==> src/rtl/alu_ctrl_seq_if.sv <==
// alu_ctrl_seq_if: instruction valid/ready handshake between fetch and the ALU sequencer
interface alu_ctrl_seq_if;
    logic        instr_valid;
    logic [13:0] instr;
    logic        instr_ready;
    modport master (output instr_valid, output instr, input instr_ready);
    modport slave  (input instr_valid, input instr, output instr_ready);
endinterface

==> src/rtl/alu_ctrl_seq.sv <==
// alu_ctrl_seq: decodes PIC16-style byte instructions into ALU controls, STATUS update and write-back strobes
module alu_ctrl_seq (
    input  logic          clk,
    input  logic          rst_n,
    alu_ctrl_seq_if.slave bus,
    input  logic          alu_zero,
    input  logic          C_new,
    input  logic          DC_new,
    input  logic          stat_wr,
    input  logic [2:0]    stat_din,
    output logic          clr,
    output logic          swap_n_mov,
    output logic          rlf_n_rrf,
    output logic          sub,
    output logic [1:0]    op_mux_l,
    output logic [1:0]    op_mux_a,
    output logic [1:0]    out_mux,
    output logic          src_w,
    output logic          C_in,
    output logic [6:0]    f_addr,
    output logic          wr_w,
    output logic          wr_f,
    output logic          skip,
    output logic          illegal,
    output logic [2:0]    status
);
    typedef enum logic [2:0] {IDLE, DEC, EXE, WB, SKP} state_t;

    state_t      state_q;
    logic [10:0] ctl_q;
    logic [6:0]  f_addr_q;
    logic [2:0]  aff_q, sh_q, status_q, status_d, ext;
    logic        d_q, we_q, skt_q, legal_q, cin_q;
    logic        wr_w_q, wr_f_q, skip_q, illegal_q;
    logic [5:0]  op;
    logic [1:0]  dc_out, dc_a, dc_l;
    logic [2:0]  dc_aff;
    logic        dc_clr, dc_swap, dc_rlf, dc_sub, dc_srcw, dc_skt, dc_legal, dc_we;

    assign op = bus.instr[13:8];

    // Decode the presented opcode into ALU controls, affected flags {Z,DC,C} and instruction class
    always_comb begin
        dc_out = 2'd0;
        dc_a = 2'd0;
        dc_l = 2'd0;
        dc_clr = 1'b0;
        dc_swap = 1'b0;
        dc_rlf = 1'b0;
        dc_sub = 1'b0;
        dc_srcw = 1'b0;
        dc_aff = 3'b000;
        dc_skt = 1'b0;
        dc_legal = 1'b1;
        case (op)
            6'b000111: begin dc_out = 2'd3; dc_aff = 3'b111; end
            6'b000010: begin dc_out = 2'd3; dc_a = 2'd1; dc_sub = 1'b1; dc_aff = 3'b111; end
            6'b001010: begin dc_out = 2'd3; dc_a = 2'd2; dc_aff = 3'b100; end
            6'b000011: begin dc_out = 2'd3; dc_a = 2'd3; dc_aff = 3'b100; end
            6'b001111: begin dc_out = 2'd3; dc_a = 2'd2; dc_skt = 1'b1; end
            6'b001011: begin dc_out = 2'd3; dc_a = 2'd3; dc_skt = 1'b1; end
            6'b000100, 6'b000101, 6'b000110, 6'b001001: begin
                dc_out = 2'd2;
                dc_l = op[3] ? 2'd3 : op[1:0];
                dc_aff = 3'b100;
            end
            6'b001000: dc_aff = 3'b100;
            6'b001110: dc_swap = 1'b1;
            6'b001101: begin dc_out = 2'd1; dc_rlf = 1'b1; dc_aff = 3'b001; end
            6'b001100: begin dc_out = 2'd1; dc_aff = 3'b001; end
            6'b000001: begin dc_clr = 1'b1; dc_aff = 3'b100; end
            6'b000000: dc_srcw = bus.instr[7];
            default:   dc_legal = 1'b0;
        endcase
    end

    // NOP (opcode 0, d=0) and undecoded opcodes write nothing back
    assign dc_we = dc_legal && !(op == 6'b000000 && !bus.instr[7]);

    // External writes load STATUS; in WB the instruction's affected bits take the ALU shadows instead
    assign ext      = stat_wr ? stat_din : status_q;
    assign status_d = (state_q == WB) ? ((aff_q & sh_q) | (~aff_q & ext)) : ext;

    // Sequencer FSM with registered controls, shadows and one-cycle strobes
    always_ff @(posedge clk or negedge rst_n) begin
        if (!rst_n) begin
            state_q   <= IDLE;
            ctl_q     <= '0;
            f_addr_q  <= '0;
            aff_q     <= '0;
            sh_q      <= '0;
            status_q  <= '0;
            d_q       <= 1'b0;
            we_q      <= 1'b0;
            skt_q     <= 1'b0;
            legal_q   <= 1'b0;
            cin_q     <= 1'b0;
            wr_w_q    <= 1'b0;
            wr_f_q    <= 1'b0;
            skip_q    <= 1'b0;
            illegal_q <= 1'b0;
        end else begin
            wr_w_q    <= 1'b0;
            wr_f_q    <= 1'b0;
            skip_q    <= 1'b0;
            illegal_q <= 1'b0;
            status_q  <= status_d;
            case (state_q)
                IDLE: if (bus.instr_valid) begin
                    ctl_q    <= {dc_out, dc_a, dc_l, dc_sub, dc_clr, dc_swap, dc_rlf, dc_srcw};
                    f_addr_q <= bus.instr[6:0];
                    d_q      <= bus.instr[7];
                    aff_q    <= dc_aff;
                    skt_q    <= dc_skt;
                    legal_q  <= dc_legal;
                    we_q     <= dc_we;
                    state_q  <= DEC;
                end
                DEC: begin
                    cin_q   <= status_q[0];
                    state_q <= EXE;
                end
                EXE: begin
                    sh_q      <= {alu_zero, DC_new, C_new};
                    wr_w_q    <= we_q & ~d_q;
                    wr_f_q    <= we_q & d_q;
                    illegal_q <= ~legal_q;
                    state_q   <= WB;
                end
                WB: begin
                    skip_q  <= skt_q & sh_q[2];
                    state_q <= (skt_q & sh_q[2]) ? SKP : IDLE;
                end
                default: state_q <= IDLE;
            endcase
        end
    end

    assign bus.instr_ready = (state_q == IDLE);
    assign {out_mux, op_mux_a, op_mux_l, sub, clr, swap_n_mov, rlf_n_rrf, src_w} = ctl_q;
    assign C_in    = (state_q == EXE || state_q == WB) ? cin_q : status_q[0];
    assign f_addr  = f_addr_q;
    assign wr_w    = wr_w_q;
    assign wr_f    = wr_f_q;
    assign skip    = skip_q;
    assign illegal = illegal_q;
    assign status  = status_q;
endmodule

==> src/flat_wrapper.sv <==
// flat-port wrapper written by rule: the top's interface ports become plain ports
module alu_ctrl_seq_flat 
  (clk, rst_n, alu_zero, C_new, DC_new, stat_wr, stat_din, clr, swap_n_mov, rlf_n_rrf, sub, op_mux_l, op_mux_a, out_mux, src_w, C_in, f_addr, wr_w, wr_f, skip, illegal, status, bus_instr_valid, bus_instr, bus_instr_ready);
  alu_ctrl_seq_if bus_i ();
  input  logic clk;
  input  logic rst_n;
  input  logic alu_zero;
  input  logic C_new;
  input  logic DC_new;
  input  logic stat_wr;
  input  logic [2:0] stat_din;
  output logic clr;
  output logic swap_n_mov;
  output logic rlf_n_rrf;
  output logic sub;
  output logic [1:0] op_mux_l;
  output logic [1:0] op_mux_a;
  output logic [1:0] out_mux;
  output logic src_w;
  output logic C_in;
  output logic [6:0] f_addr;
  output logic wr_w;
  output logic wr_f;
  output logic skip;
  output logic illegal;
  output logic [2:0] status;
  input wire logic [$bits(bus_i.instr_valid)-1:0] bus_instr_valid;
  input wire logic [$bits(bus_i.instr)-1:0] bus_instr;
  output wire logic [$bits(bus_i.instr_ready)-1:0] bus_instr_ready;
  assign bus_i.instr_valid = bus_instr_valid;
  assign bus_i.instr = bus_instr;
  assign bus_instr_ready = bus_i.instr_ready;
  alu_ctrl_seq u_core (.clk(clk), .rst_n(rst_n), .bus(bus_i), .alu_zero(alu_zero), .C_new(C_new), .DC_new(DC_new), .stat_wr(stat_wr), .stat_din(stat_din), .clr(clr), .swap_n_mov(swap_n_mov), .rlf_n_rrf(rlf_n_rrf), .sub(sub), .op_mux_l(op_mux_l), .op_mux_a(op_mux_a), .out_mux(out_mux), .src_w(src_w), .C_in(C_in), .f_addr(f_addr), .wr_w(wr_w), .wr_f(wr_f), .skip(skip), .illegal(illegal), .status(status));
endmodule
==> config.mk <==
export PLATFORM = sky130hd
export DESIGN_NAME = alu_ctrl_seq_flat
export DESIGN_NICKNAME = d
export VERILOG_FILES = /design/src/rtl/alu_ctrl_seq_if.sv /design/src/rtl/alu_ctrl_seq.sv /design/src/flat_wrapper.sv
export SDC_FILE = /design/constraint.sdc
export NUM_CORES = 1
export LEC_CHECK = 0
export ABC_AREA = 1
export CORE_MARGIN = 4
export CORE_UTILIZATION = 45
export CTS_CLUSTER_SIZE = 16
export DETAILED_ROUTE_END_ITERATION = 8
export MAX_ROUTING_LAYER = met4
export PLACE_DENSITY = 0.81
export RECOVER_POWER = 100
export SYNTH_ARGS = -nofsm -noshare
export SYNTH_HDL_FRONTEND = slang
export SYNTH_SLANG_ARGS = --single-unit
==> constraint.sdc <==
create_clock -name clk -period 2.75 [get_ports clk]
set_clock_uncertainty 0.2 [all_clocks]
set_input_delay 0.55 -clock clk [delete_from_list [all_inputs] [get_ports clk]]
set_output_delay 0.55 -clock clk [all_outputs]
set_load 0.05 [all_outputs]
==> impl_metrics.tcl, run 1 <==
set metrics [dict create \
    tightest_slew_ns 1.98 \
    holdCritPathClass "flop to flop" \
    n_antenna_cell 0 \
    dr.first_iter.drc_count 103 \
    cts_resized 0 \
    dp.cells 297 \
    pwr-share-comb_pct 47.2 \
    required_ns 2.00 \
    setup_viol 0 \
    synth_top_cells_by_count "nand2_1, dfrtp_1, inv_1" \
    finalHoldViolCount 0 \
    dieHeight_um 70.7 \
    syn-instance-count 204 \
    ys_seq_area_share_pct 55.2 \
    routed_wirelength_um 3560 \
    rsz0062_at_grt "no" \
    dp_hpwl_um 2660 \
    yosysUniqueCellTypes 23 \
    drc 0 \
    synth_most_common_cell "nand2_1" \
    cts_buffers 5 \
    routed_via_density 4.81 \
    clock.fmax_ghz 0.385 \
    clock_sinks 39 \
    maxCapViolCount 1 \
    violations "capacitance limit, slew limit" \
    power_leakage_nw 1.20 \
    core_area_sq_um 3740 \
    synthTopCellsByArea "dfrtp_1, nand2_1, inv_1" \
    crit_type "flop to output pin" \
    fin_nets 280 \
    p_per_area_nw_per_um2 1010 \
    rows 22 \
    min_period_ns 2.59 \
    io_buffers 50 \
    start_kind "flop" \
    synth_top_cell_area_share_pct 55.2 \
    die_w_um 70.7 \
    ys_warn_count 0 \
    final_cells 305 \
    postCtsSetupRepairBufs 0 \
    drtPass1Iterations 4 \
    synth_fp_nets 228 \
    grt_pass1_vias 1368 \
    syn2layout_area_growth_pct 33.8 \
    peakVddDrop_mv 0.592 \
    clk_latency_ns 0.28 \
    grt_pass1_wl_um 5980 \
    drive_above_1_share_pct 7.78 \
    postCtsHoldBufs 0 \
    end_kind "output pin" \
    clockRootBuffer "clkbuf_8" \
    p_seq_share_pct 35.9 \
    io_pins 51 \
    drtAntennaViolNets 0 \
    clkPwrFrac_pct 16.9 \
    fp.dieArea_sq_um 5000 \
    status "finished, violations left" \
    cts.clk_slew.worst_paths_ns 0.07 \
    p_sw_share_pct 43.9 \
    synthArstFlopShare_pct 100 \
    intPower_w 0.00135 \
    clockBufferDepth 2 \
    cp.arrival_ns 1.84 \
    synth-main-ff-cell "dfrtp_1" \
    gp_congestion 0.882 \
    grt_start_max_net_pins 40 \
    finalCritPeriodShare_pct 94.3 \
    htree_levels 2 \
    synth_seq_cells 39 \
    avgSynthCellArea_sq_um 8.67 \
    switchingPower_w 0.00105 \
    dr_total_vias 1466 \
    antenna_found_initial 0 \
    synthesis.area_sq_um 1770 \
    synth_edf_count 0 \
    start_util_pct 47.3 \
    slew_headroom_pct -31.7 \
    gr-total-overflow 0 \
    yosysTopAreaCell "dfrtp_1" \
    cp_max_fo 3 \
    cts_tree "built" \
    finalMaxSlewViolations 40 \
    wl_per_cell_um 11.7 \
    nFillCells 343 \
    grtUsageTotal_pct 15.6 \
    setup_tns_ns 0 \
]
path summary, 6_finish.rpt:
check                             startpoint               end  slack [ns]  cells past startpoint
max in group asynchronous              rst_n   u_core.ctl_q[7]        0.60                      1
setup reg to reg           u_core.state_q[1]  u_core.ctl_q[10]        0.63                      5
hold / removal                u_core.legal_q    u_core.illegal        0.22                      1
setup / recovery           u_core.state_q[2]              C_in        0.16                      4
hold reg to reg               u_core.legal_q    u_core.illegal        0.22                      1
min in group asynchronous              rst_n   u_core.ctl_q[2]        0.62                      1
logic make-up (layout without fill, tap and decap cells):
family | Yosys count | after routing | synth area share [%]
muxes | 5 | 5 | 3.04
buffers and inverters | 30 | 83 | 8.49
AOI/OAI and AO/OA | 26 | 26 | 7.99
and+or+nand+nor | 104 | 104 | 25.3
DFF | 39 | 39 | 55.2
power by group through the flow:
stage | logic, W | registers, W | clock network, W
2_1_floorplan | 0.000457 | 0.00124 | 0
3_3_place_gp | 0.00117 | 0.000872 | 0
3_5_place_dp | 0.00119 | 0.000875 | 0
4_1_cts | 0.00119 | 0.000867 | 0.000419
5_1_grt | 0.00122 | 0.000885 | 0.000448
6_report | 0.00113 | 0.000861 | 0.000407
worst max-delay path: stages (launching register included):
cell and delay [ns]:
dfrtp_1 0.41, inv_1 0.09, nand2_1 0.08, a21oi_1 0.16, clkdlybuf4s50_1 0.82
sequential cells by signal, summed over array words and instances (netlist names):
register,count
u_core.aff_q,3
u_core.cin_q,1
u_core.d_q,1
u_core.skt_q,1
u_core.status,3
u_core.illegal,1
u_core.wr_f,1
u_core.legal_q,1
u_core.wr_w,1
u_core.f_addr,7
u_core.ctl_q,11
u_core.skip,1
u_core.sh_q,3
u_core.state_q,3
u_core.we_q,1
layout by cell type (no fill, tap or decap):
cell,n
nand2_1,62
dfrtp_1,39
dlygate4sd3_1,29
inv_1,22
clkdlybuf4s50_1,20
nor2_1,19
o21ai_0,18
nand3_1,10
clkbuf_8,7
a21oi_1,4
nor3_1,4
mux2_2,3
clkbuf_1,3
nor2_4,2
mux2i_1,2
nand3_2,2
inv_2,2
nand4_1,2
nor2_2,1
nand2_2,1
o21ai_1,1
or2_1,1
a21boi_2,1
o22ai_1,1
a21oi_2,1
metal layers:
metal,track usage [%],wire length [um],up-vias,share of wire (%)
li1,-,-,748,-
met3,5.54,193,7,5.4
met4,4.80,44,0,1.2
met1,18.8,1660,676,47
met2,24.5,1660,35,47
met5,-,0,-,0
cell type report:
class,count,area [sq um],area share [%]
clock buffer,8,100,4.23
inverter,24,90.1,3.81
sequential,39,976,41.2
timing repair buffer,51,498,21.0
multi-input combinational,135,643,27.2
tap,48,60.1,2.54
stage by stage:
step,utilization (%),hold slack (ns),instance area (sq um),setup slack [ns],total power (W)
after global routing,63.2,0.242,2370,0.0706,0.00255
after floorplan,-,0.0544,1770,0.486,0.00170
after CTS,63.4,0.181,2370,0.146,0.00248
after detailed placement,60.7,0.212,2270,0.471,0.00206
final,63.2,0.221,2370,0.155,0.00240
after global placement,60.7,0.213,2270,0.508,0.00204
No activity file was read; power rests on OpenSTA's default activity.
==> inputs of run 2 (changes only) <==
--- a/config.mk
+++ b/config.mk
@@ -7,11 +7,11 @@
 export LEC_CHECK = 0
 export ABC_AREA = 1
 export CORE_MARGIN = 4
-export CORE_UTILIZATION = 45
+export CORE_UTILIZATION = 30
 export CTS_CLUSTER_SIZE = 16
 export DETAILED_ROUTE_END_ITERATION = 8
 export MAX_ROUTING_LAYER = met4
-export PLACE_DENSITY = 0.81
+export PLACE_DENSITY = 0.6
 export RECOVER_POWER = 100
 export SYNTH_ARGS = -nofsm -noshare
 export SYNTH_HDL_FRONTEND = slang
==> run 2 against run 1 <==
Effect of this change: the flow now finishes without violations; utilization decreased by 20 points; count of clock-buffer cells in the layout decreased by 2; sequential power about the same; critical path depth unchanged; non-clock buffer count increased by 2; sequential share of layout area decreased by 0.66 points; flip-flop and latch count unchanged; maximum frequency increased by 0.37%; via count decreased by 2.7%; first-iteration DRC count decreased by 30%; final area increased by 1.6%; critical path type unchanged; critical endpoint unchanged; highest routed layer unchanged.
==> impl_metrics.tcl, run 2 (same netlist as run 1, synthesis figures left out) <==
set metrics [dict create \
    n_antenna_cell 0 \
    drtPass1Iterations 4 \
    worstRegToRegCells 5 \
    grt_use_met2_pct 18.4 \
    layout_common_cells "nand2_1, dfrtp_1, dlygate4sd3_1" \
    routed_wirelength_um 3810 \
    grt_pass1_wl_um 6450 \
    start_util_pct 31.5 \
    clockBufferDepth 2 \
    postCtsSetupRepairBufs 0 \
    crit_type "flop to output pin" \
    dp.cells 323 \
    status "finished, final reports clean" \
    drtAntennaViolNets 0 \
    holdCritPathClass "input pin to asynchronous set/reset pin" \
    peakVddDrop_mv 0.571 \
    groute.layer.met1.usage_pct 13.7 \
    clock_sinks 39 \
    cts_resized 0 \
    grt_start_max_net_pins 22 \
    clockRootBuffer "clkbuf_8" \
    io_pins 51 \
    start_kind "flop" \
    finalCritPeriodShare_pct 94.0 \
    fp.dieArea_sq_um 7190 \
    rows 27 \
    multi_input_area_sq_um 627 \
    slew_headroom_pct 29.4 \
    finalHoldViolCount 0 \
    final_cells 331 \
    seqCellArea_sq_um 976 \
    gp_congestion 0.823 \
    clk_latency_ns 0.29 \
    dr.first_iter.drc_count 72 \
    min_period_ns 2.58 \
    drc 0 \
    fin_nets 282 \
    grtUsageTotal_pct 11.7 \
    tightest_slew_ns 1.06 \
    cp_top_family "buffers and inverters" \
    cts.clk_slew.worst_paths_ns 0.08 \
    clock.fmax_ghz 0.387 \
    largest_reg_flops 11 \
    cts_tree "built" \
    crit_path_top_delay_cell "dlygate4sd3_1" \
    cp_slowest_stage_delay_ns 0.88 \
    htree_levels 2 \
    grt_pass1_vias 1403 \
    finalMaxSlewViolations 0 \
    maxCapViolCount 0 \
    setup_tns_ns 0 \
    cp_max_fo 3 \
    p_per_area_nw_per_um2 1020 \
    drive_above_1_share_pct 6.95 \
    dr_total_vias 1426 \
    top_register "u_core.ctl_q" \
    use_met3_pct 3.53 \
    busiest_layer "met2" \
    gr-total-overflow 0 \
    required_ns 2.00 \
    layout_commonest_cell "nand2_1" \
    crit_cells 4 \
    power_leakage_nw 1.20 \
    nFillCells 606 \
    core_area_sq_um 5610 \
    cp.arrival_ns 1.83 \
    cp.buffers_inverters 2 \
    setup_viol 0 \
    dieHeight_um 84.8 \
    io_buffers 50 \
    dp_hpwl_um 2940 \
    path_cells "inv_1, nand2_1, a21oi_1, dlygate4sd3_1" \
    wl_per_cell_um 11.5 \
    postCtsHoldBufs 0 \
    routed_via_density 4.31 \
    cts_buffers 5 \
    antenna_found_initial 0 \
    syn2layout_area_growth_pct 36.0 \
    rsz0062_at_grt "no" \
    die_w_um 84.8 \
    end_kind "output pin" \
    power_w 0.00246 \
]
[run 2: path summary, 6_finish.rpt]
check,startpoint,end,slack (ns)
setup / recovery,u_core.state_q[2],C_in,0.17
hold / removal,rst_n,u_core.ctl_q[1],0.23
setup reg to reg,u_core.state_q[0],u_core.ctl_q[6],0.65
hold reg to reg,u_core.d_q,u_core.wr_w,0.23
max in group asynchronous,rst_n,u_core.f_addr[0],0.71
min in group clk,u_core.d_q,u_core.wr_w,0.23
[run 2: routing by layer]
layer,vias to the layer above,wire (um)
met5,-,0
met4,0,51
met3,4,208
met2,37,1750
met1,635,1800
li1,750,-
[run 2: metrics by stage]
| step | util (%) | cell area, sq um | hold WS [ns] | setup slack, ns |
|---|---|---|---|---|
| global route | 42.9 | 2410 | 0.267 | 0.0980 |
| floorplan | - | 1770 | 0.0544 | 0.486 |
| global placement | 41.3 | 2320 | 0.215 | 0.517 |
| finish | 42.9 | 2410 | 0.227 | 0.165 |
| detailed placement | 41.3 | 2320 | 0.218 | 0.495 |
| CTS | 43.4 | 2430 | 0.00946 | 0.171 |
[run 2: final cells by class]
class	count	area share, %
clock buffer	6	3.43
sequential	39	40.6
clock inverter	2	1.46
timing repair buffer	53	21.0
tap	72	3.74
multi-input combinational	135	26.1
inverter	24	3.74
[run 2: power breakdown]
group / total, W / leakage (nW) / internal (W) / switching (W)
clock: 0.000486 / 0.0612 / 0.000293 / 0.000193
sequential: 0.000858 / 0.503 / 0.000767 / 0.0000911
combinational: 0.00112 / 0.640 / 0.000341 / 0.000775
[run 2: worst register-to-register path: cells and delay by family (launching register included)]
kind                   cells  cell delay, ns
AND/OR/NAND/NOR            2            0.57
buffers and inverters      1            0.49
flip-flops                 1            0.40
AO/OA/AOI/OAI              2            0.36
==> inputs of run 3 (changes only) <==
--- a/config.mk
+++ b/config.mk
@@ -8,11 +8,13 @@
 export ABC_AREA = 1
 export CORE_MARGIN = 4
 export CORE_UTILIZATION = 30
+export CTS_BUF_LIST = sky130_fd_sc_hd__clkbuf_8
 export CTS_CLUSTER_SIZE = 16
 export DETAILED_ROUTE_END_ITERATION = 8
 export MAX_ROUTING_LAYER = met4
 export PLACE_DENSITY = 0.6
 export RECOVER_POWER = 100
+export SKIP_LAST_GASP = 1
 export SYNTH_ARGS = -nofsm -noshare
 export SYNTH_HDL_FRONTEND = slang
 export SYNTH_SLANG_ARGS = --single-unit
==> results of run 3 <==
Same layout as run 2: the final DEF is identical, and so are final timing and power.
